## config.mk

```make
export PLATFORM = sky130hd
export DESIGN_NAME = keyboard_debouncer
export DESIGN_NICKNAME = d
export VERILOG_FILES = /design/src/rtl/kbd_pkg.sv /design/src/rtl/kbd_debounce_ch.sv /design/src/rtl/keyboard_debouncer.sv
export SDC_FILE = /design/constraint.sdc
export NUM_CORES = 1
export LEC_CHECK = 0
export ABC_AREA = 1
export CAP_MARGIN = 15
export CORE_MARGIN = 4
export CORE_UTILIZATION = 55
export DETAILED_ROUTE_END_ITERATION = 6
export PLACE_DENSITY = 0.76
export SLEW_MARGIN = 30
export SYNTH_ARGS = -nofsm -noshare
export SYNTH_HDL_FRONTEND = slang
export SYNTH_SLANG_ARGS = --single-unit
```

## constraint.sdc

```tcl
create_clock -name clk -period 1.42 [get_ports clk]
set_clock_uncertainty 0.1 [all_clocks]
set_input_delay 0.284 -clock clk [delete_from_list [all_inputs] [get_ports clk]]
set_output_delay 0.284 -clock clk [all_outputs]
set_load 0.01 [all_outputs]
```

## src/rtl/kbd_pkg.sv

```systemverilog
// Shared constants, key-vector type and counter sizing helper for the keyboard debouncer.
package kbd_pkg;

  localparam int KBD_N_KEYS           = 6;
  localparam int KBD_DEBOUNCE_DEFAULT = 50000;

  typedef logic [KBD_N_KEYS-1:0] kbd_keys_t;

  // ceil(log2(cycles)) + 1; one spare bit keeps the terminal compare unambiguous.
  function automatic int kbd_cnt_width(input int cycles);
    int w;
    w = 0;
    for (int i = 0; i < 31; i++) begin
      if ((1 << i) < cycles) w = i + 1;
    end
    return w + 1;
  endfunction

endpackage

```

## src/rtl/kbd_debounce_ch.sv

```systemverilog
// One key channel: 2-flop synchroniser, persistence counter, accepted level and edge pulses.
// Input is already polarity-normalised (1 = pressed).
module kbd_debounce_ch
  import kbd_pkg::*;
#(
  parameter int DEBOUNCE_CYCLES = KBD_DEBOUNCE_DEFAULT
) (
  input  logic clk,
  input  logic reset_n,
  input  logic key_in,
  output logic key_state,
  output logic key_press,
  output logic key_release
);

  localparam int            CW       = kbd_cnt_width(DEBOUNCE_CYCLES);
  localparam logic [CW-1:0] CNT_LAST = CW'(DEBOUNCE_CYCLES - 1);

  logic          sync1_d, sync1_q;
  logic          sync2_d, sync2_q;
  logic          stable_d, stable_q;
  logic [CW-1:0] cnt_d, cnt_q;
  logic          press_d, press_q;
  logic          release_d, release_q;

  // Any sample matching the accepted level clears the count: no partial credit.
  always_comb begin
    sync1_d   = key_in;
    sync2_d   = sync1_q;
    stable_d  = stable_q;
    cnt_d     = '0;
    press_d   = 1'b0;
    release_d = 1'b0;
    if (sync2_q != stable_q) begin
      if (cnt_q == CNT_LAST) begin
        stable_d  = sync2_q;
        press_d   = sync2_q;
        release_d = ~sync2_q;
      end else begin
        cnt_d = cnt_q + CW'(1);
      end
    end
  end

  always_ff @(posedge clk or negedge reset_n) begin
    if (!reset_n) begin
      sync1_q   <= 1'b0;
      sync2_q   <= 1'b0;
      stable_q  <= 1'b0;
      cnt_q     <= '0;
      press_q   <= 1'b0;
      release_q <= 1'b0;
    end else begin
      sync1_q   <= sync1_d;
      sync2_q   <= sync2_d;
      stable_q  <= stable_d;
      cnt_q     <= cnt_d;
      press_q   <= press_d;
      release_q <= release_d;
    end
  end

  assign key_state   = stable_q;
  assign key_press   = press_q;
  assign key_release = release_q;

endmodule

```

## src/rtl/keyboard_debouncer.sv

```systemverilog
// Front-panel key conditioner: polarity normalisation, per-key debounce, press/release pulses.
// Optional sticky press flags and interrupt when KBD_EVENT_LATCH_EN is defined.
module keyboard_debouncer
  import kbd_pkg::*;
#(
  parameter int N_KEYS          = KBD_N_KEYS,
  parameter int DEBOUNCE_CYCLES = KBD_DEBOUNCE_DEFAULT,
  parameter int ACTIVE_LOW      = 1
) (
  input  logic              clk,
  input  logic              reset_n,
  input  logic [N_KEYS-1:0] key_raw,
  output logic [N_KEYS-1:0] key_state,
  output logic [N_KEYS-1:0] key_press,
  output logic [N_KEYS-1:0] key_release
`ifdef KBD_EVENT_LATCH_EN
  ,
  input  logic [N_KEYS-1:0] event_clr,
  output logic [N_KEYS-1:0] key_event,
  output logic              key_irq
`endif
);

  logic [N_KEYS-1:0] key_norm;

  assign key_norm = (ACTIVE_LOW != 0) ? ~key_raw : key_raw;

  for (genvar i = 0; i < N_KEYS; i++) begin : g_ch
    kbd_debounce_ch #(
      .DEBOUNCE_CYCLES(DEBOUNCE_CYCLES)
    ) u_ch (
      .clk        (clk),
      .reset_n    (reset_n),
      .key_in     (key_norm[i]),
      .key_state  (key_state[i]),
      .key_press  (key_press[i]),
      .key_release(key_release[i])
    );
  end

`ifdef KBD_EVENT_LATCH_EN
  logic [N_KEYS-1:0] event_d, event_q;
  logic              irq_d, irq_q;

  // Set has priority over a same-cycle clear so a press is never lost.
  always_comb begin
    event_d = (event_q & ~event_clr) | key_press;
    irq_d   = |event_d;
  end

  always_ff @(posedge clk or negedge reset_n) begin
    if (!reset_n) begin
      event_q <= '0;
      irq_q   <= 1'b0;
    end else begin
      event_q <= event_d;
      irq_q   <= irq_d;
    end
  end

  assign key_event = event_q;
  assign key_irq   = irq_q;
`endif

endmodule

```

==> reports/metrics.csv, run 1 <==
metric,value,unit
grt peak-use layer,met2,
Tightest Pin Transition,382,ps
PD cells,949,nW/µm²
gr ovfl total,0,
largest cells by area after synthesis,"dfrtp_1 47%, nor2_1 11%, nand2_1 11%",
register area,3320,µm²
HPWL Detailed,9.81,mm
highest clock rate,0.668,GHz
post-route ant nets,0,
RD Place Congestion,0.919,
"Clk pin slew, worst setup/hold paths",60,ps
Post-Syn Area,6990,µm²
Syn-to-layout area delta,32.1,%
arrival time at the worst endpoint,1740,ps
share of cells above drive strength 1,32.4,%
Synth Register Bits,132,
placed insts,1110,
RSZ-0062 raised after global routing,true,
Hold Path Class,in2async,
multi-input logic area,3870,µm²
height of the die,121,µm
P_leak,4.02,nW
PortBufs,25,
"EDFF count, synth",0,
WL/cell,14.1,µm
Layout fillers,854,
Core ar.,12200,µm²
Area after DPL,7660,µm²
top-area cell type share of the netlist area,47.3,%
Synth area leader,dfrtp_1,
syn_area_per_cell,7.82,µm²
number of global-route vias before repair,5587,
H-tree depth,4,
ant diodes,0,
"Seq/Total Area, Yosys",47.3,%
clock sink total,132,
Final WS setup,-76.2,ps
crit path kind,reg2reg,
non-filler instance count after layout,1183,
CP max stage delay,390,ps
Synth Area in XOR/XNOR,4.01,%
Remaining DRCs,0,
final setup fails,22,
clock latency on the worst-skew pair,420,ps
Buf/Inv on CP,2,
Ports,26,
DRT iter0 DRCs,601,
Final min period,1500,ps
largest net degree at the start of global routing,51,
Die X,121,µm
met2 usage,34.4,%
Syn Inst Count,894,
RR Startpoint,g_ch[4].u_ch.cnt_q[1],
synth cell count leaders,"210 x nor2_1, 204 x nand2_1, 132 x dfrtp_1, 94 x inv_1, 50 x nand3_1",
num rows,40,
Pre-antenna DRT Iters,5,
VDD IR max,0.817,mV
GRT Resource Usage Total,21.4,%
Post-Synth Adder-Cell Area,1.07,%
Root Driver,clkbuf_16,
slowest cell on the critical path,dfrtp_1,
mux cell area share after synthesis,0,%
most common cell in the netlist,nor2_1,
DIE AREA,14600,µm²
post-route design area,9230,µm²
largest family of logic cells by synthesized area,simple AND/OR/NAND/NOR gates,
antenna violations before repair,0,
most common flop cell mapped by yosys,dfrtp_1,
Yosys cell types,29,
Final Hold Viols,0,
clock buffer count from CTS,17,
Critical Path Stages,7,
Synth warnings,0,
CP endpoint kind,flop,
r2r setup slk,-80,ps
CTS tree,done,
Critical Path Start Type,flop,
max-slew violation count,0,
Worst slew margin,74.3,%
total wire length,16.7,mm
first-pass GRT wire length,25.3,mm
met1 GRT Util,27.9,%
Critical Path Fanout Max,3,
clock buffer depth,2,
Finished Core Util,75.6,%
Synth Area in Simple Gates,37.0,%
Syn Nets,908,
compound-gate portion of the synthesized area,3.51,%
worst r2r dst,g_ch[4].u_ch.key_release,
cell depth of the worst flop-to-flop path,7,
met3 GRT Util,5.89,%
total power,8.76,mW
fin nets,1017,
outcome,finished with violations,
Worst EP required,1670,ps
Post-synth ARST share,100,%
Avg Vias per Cell,5.25,
total negative setup slack,-945,ps
CP top delay family,simple AND/OR/NAND/NOR gates,
total number of vias,6207,
violated checks,setup timing,
CP Cell Sequence,ha_4 > nand2_4 > inv_2 > nand2_2 > nand3b_1 > buf_4 > nor2_1,
initial core utilization,57.2,%
crit share post-route,105,%
max_cap viols,0,
power breakdown:
part	total, mW	switching (mW)	internal [mW]
Sequential	3.88	0.0593	3.82
Combinational	0.417	0.258	0.160
Clock	4.46	1.58	2.88
Total	8.76	1.89	6.86
state kept, by name, summed over array words and instances, names as in the netlist:
register / cells
g_ch.u_ch.key_release: 6
g_ch.u_ch.key_press: 6
g_ch.u_ch.key_state: 6
g_ch.u_ch.sync2_q: 6
g_ch.u_ch.sync1_q: 6
g_ch.u_ch.cnt_q: 102
metrics by stage:
step                      setup slack (ps)  hold WS [ps]
after floorplan                       38.6          -112
after global placement                14.8          8.97
after detailed placement             -42.0          7.63
after CTS                            -23.9           137
after global routing                  -136           144
final                                -76.2           146
how the worst max path moves through the flow:
stage | startpoint | endpoint | slack, ps
final | g_ch[4].u_ch.cnt_q[1] | g_ch[4].u_ch.key_release | -80
after global routing | g_ch[4].u_ch.cnt_q[1] | g_ch[4].u_ch.cnt_q[1] | -140
after CTS | g_ch[2].u_ch.key_state | key_state[2] | -20
after detailed placement | g_ch[4].u_ch.cnt_q[0] | g_ch[4].u_ch.cnt_q[14] | -40
after global placement | g_ch[0].u_ch.cnt_q[0] | g_ch[0].u_ch.cnt_q[14] | 10
after floorplan | g_ch[4].u_ch.cnt_q[0] | g_ch[4].u_ch.cnt_q[14] | 40
kinds of logic (layout without fill, tap and decap cells):
logic type / count (synthesis) / in the layout
xor+xnor: 32 / 32
fa+ha+maj: 6 / 6
buf+inv: 114 / 229
flops: 132 / 132
compound gates: 39 / 39
simple gates: 571 / 577
layout make-up:
cell class | instances | area share, %
Multi-Input combinational cell | 654 | 42.0
Sequential cell | 132 | 36.0
Timing Repair Buffer | 102 | 9.37
Clock buffer | 22 | 5.14
Inverter | 96 | 3.91
Tap cell | 168 | 2.28
Clock inverter | 9 | 1.38
per-layer routing:
metal | routed length, µm | part of all wire [%] | up-vias
met5 | 0 | 0 | -
met2 | 8610 | 52 | 169
met4 | 255 | 1.5 | 0
met1 | 7050 | 42 | 2998
li1 | - | - | 3018
met3 | 755 | 4.5 | 22
timing repair:
action                                 in CTS  in global routing
pin swaps                                   9                 78
endpoints found under the hold margin     132                  0
setup buffers                               5                 31
gates cloned                                2                  4
hold buffers                                1                  0
resized for setup                          68                191
setup endpoints to repair                  63                107
placed cells by master (no fill, tap or decap), types with 5 or more instances in the layout:
master           instances
nand2_1                175
nor2_1                 147
dfrtp_1                121
inv_1                   81
buf_4                   63
nor2_2                  61
nand3_1                 42
nand2_2                 39
nand4_1                 28
xor2_1                  26
nor2_4                  24
nand2_4                 19
clkbuf_16               17
inv_2                   15
o21bai_1                15
nor3_1                  11
dfrtp_2                 11
buf_6                    9
buf_2                    8
nand3_2                  7
o21ai_1                  7
nand3_4                  6
clkdlybuf4s50_1          6
clkdlybuf4s15_1          6
nor3_4                   5
a21o_1                   5
nor3_2                   5
buf_12                   5
(Power assumes the default switching activity.)
==> run 2: changes to the inputs <==
Settings changed: CORE_UTILIZATION 55 to 60, GPL_TIMING_DRIVEN from default to 0, PLACE_DENSITY 0.76 to 0.79, SKIP_CTS_REPAIR_TIMING from default to 1.
Clock period 1.42 ns to 1.5 ns, I/O delays scaled along.
==> run 2 against run 1 <==
Compared with the run above:
- sequential share of layout area is 2.7 points higher
- first-iteration DRC count down 44%
- the run still ends with setup timing left
- highest routed layer unchanged
- largest power group unchanged
- critical endpoint is now g_ch[4].u_ch.cnt_q[14]
- non-clock buffer count down 29
==> reports/metrics.csv, run 2 (same netlist as run 1, synthesis figures left out) <==
metric,value,unit,change
outcome,finished with violations,,
violated checks,setup timing,,
Remaining DRCs,0,,unchanged
gr ovfl total,0,,unchanged
VDD IR max,1.13,mV,+39%
PD cells,919,nW/µm²,-3.1%
GRT Resource Usage Total,22.4,%,+1.0 points
Die X,116,µm,-4.0%
first-pass GRT wire length,23.8,mm,-6.0%
P_leak,3.86,nW,-4.0%
clock buffer depth,2,,unchanged
clock buffer count from CTS,17,,unchanged
CP Cell Sequence,ha_4 > nand2_4 > nor2_4 > nand2_2 > nor2_1 > nand2_1 > nand2_1 > nor2_4,,
number of global-route vias before repair,5481,,-1.9%
Ports,26,,unchanged
Hold Path Class,in2reg,,
Largest register FFs,102,,unchanged
clock latency on the worst-skew pair,430,ps,about the same
Final WS setup,-93.7,ps,-17.6 ps
num rows,39,,-2.5%
Syn-to-layout area delta,22.4,%,
DIE AREA,13400,µm²,-7.8%
arrival time at the worst endpoint,1810,ps,+70 ps
Worst slew margin,68.5,%,-5.9 points
final setup fails,11,,-50%
Avg Vias per Cell,5.28,,+0.69%
share of cells above drive strength 1,21.1,%,-11 points
initial core utilization,61.2,%,+4.0 points
height of the die,116,µm,-4.0%
post-route ant nets,0,,unchanged
worst min-delay path startpoint,key_raw[4],,
largest net degree at the start of global routing,72,,+41%
CTS tree,done,,
max_cap viols,0,,unchanged
Critical Path Fanout Max,6,,+3
cell depth of the worst flop-to-flop path,8,,+1
total wire length,14.9,mm,-10%
start point of the critical path,g_ch[4].u_ch.cnt_q[0],,
crit share post-route,106,%,+0.88 points
antenna violations before repair,0,,unchanged
WL/cell,13.2,µm,-6.0%
CP max stage delay,420,ps,+30 ps
total power,7.86,mW,-10%
crit path kind,reg2reg,,
CP endpoint kind,flop,,
Finished Core Util,74.9,%,-0.67 points
"Clk pin slew, worst setup/hold paths",50,ps,about the same
Critical Path Start Type,flop,,
max-slew violation count,0,,unchanged
RR Startpoint,g_ch[4].u_ch.cnt_q[0],,
pre-CTS WS,-105,ps,-62.9 ps
fin nets,987,,-2.9%
slowest cell on the critical path,dfrtp_1,,
ant diodes,0,,unchanged
HPWL Detailed,9.27,mm,-5.5%
WHS Path Cells,2,,
most flop-heavy register,g_ch.u_ch.cnt_q,,
H-tree depth,4,,unchanged
placed insts,1063,,-4.2%
r2r setup slk,-90,ps,-20 ps
RD Place Congestion,0.897,,-2.4%
Core ar.,11400,µm²,-6.5%
RSZ-0062 raised after global routing,true,,
Final Hold Viols,0,,unchanged
"commonest non-fill, non-tap cell in the layout",nand2_1,,
Final min period,1590,ps,+97.6 ps
PortBufs,25,,unchanged
Root Driver,clkbuf_16,,
non-filler instance count after layout,1128,,-4.6%
Worst EP required,1720,ps,+50 ps
Pre-antenna DRT Iters,6,,+1
clock sink total,132,,unchanged
DRT iter0 DRCs,338,,-44%
highest clock rate,0.627,GHz,-6.1%
total number of vias,5959,,-4.0%
Tightest Pin Transition,473,ps,+91.0 ps
most frequent cells in the layout,"190 x nand2_1, 187 x nor2_1, 129 x dfrtp_1",,
## run 2: cell types whose count changed in the layout (fill, tap and decap cells not counted), sizes merged
cell,delta
bufinv,-1
dlymetal6s2s,+4
clkdlybuf4s15,-6
clkinv,-2
nand2,-1
buf,-33
clkbuf,+9
## run 2: critical path: cells and delay by family (launching register included)
family                   cells  cell delay [ps]
adder cells (fa/ha/maj)      1              180
flip-flops                   1              420
AND/OR/NAND/NOR              7              800
## run 2: path summary, 6_finish.rpt
kind	endpoint
setup / recovery	g_ch[4].u_ch.cnt_q[14]
hold / removal	g_ch[4].u_ch.sync1_q
setup reg to reg	g_ch[4].u_ch.cnt_q[14]
hold reg to reg	g_ch[0].u_ch.sync2_q
max in group asynchronous	g_ch[5].u_ch.key_state
min in group asynchronous	g_ch[2].u_ch.key_press
## run 2: layer usage
metal | vias up | track usage [%] | part of all wire, %
li1 | 2955 | - | -
met1 | 2840 | 27.2 | 43
met2 | 131 | 37.8 | 51
met3 | 33 | 6.21 | 4.1
met4 | 0 | 9.05 | 1.9
met5 | - | 0 | 0
## run 2: layout make-up
type | count | area [µm²]
clock inverters | 6 | 80.1
repair buffers | 57 | 499
fillers | 855 | 2870
well taps | 143 | 179
plain buffers | 16 | 128
multi-input cells | 653 | 3540
inverters | 96 | 363
flip-flops and latches | 132 | 3310
clock buffers | 25 | 455
## run 2: stage by stage
| stage | hold slack, ps | area (µm²) | TNS (ps) |
|---|---|---|---|
| global route | 236 | 8550 | -1920 |
| floorplan | -95.6 | 6990 | 0 |
| CTS | -285 | 7980 | -8110 |
| global placement | 233 | 7420 | -667580 |
| detailed placement | 166 | 7450 | -1480 |
| finish | 243 | 8550 | -473 |
## run 2: where the power goes
group          total (mW)  switching, mW  internal (mW)
Sequential           3.68         0.0582           3.62
Clock                3.85           1.43           2.42
Combinational       0.333          0.211          0.122
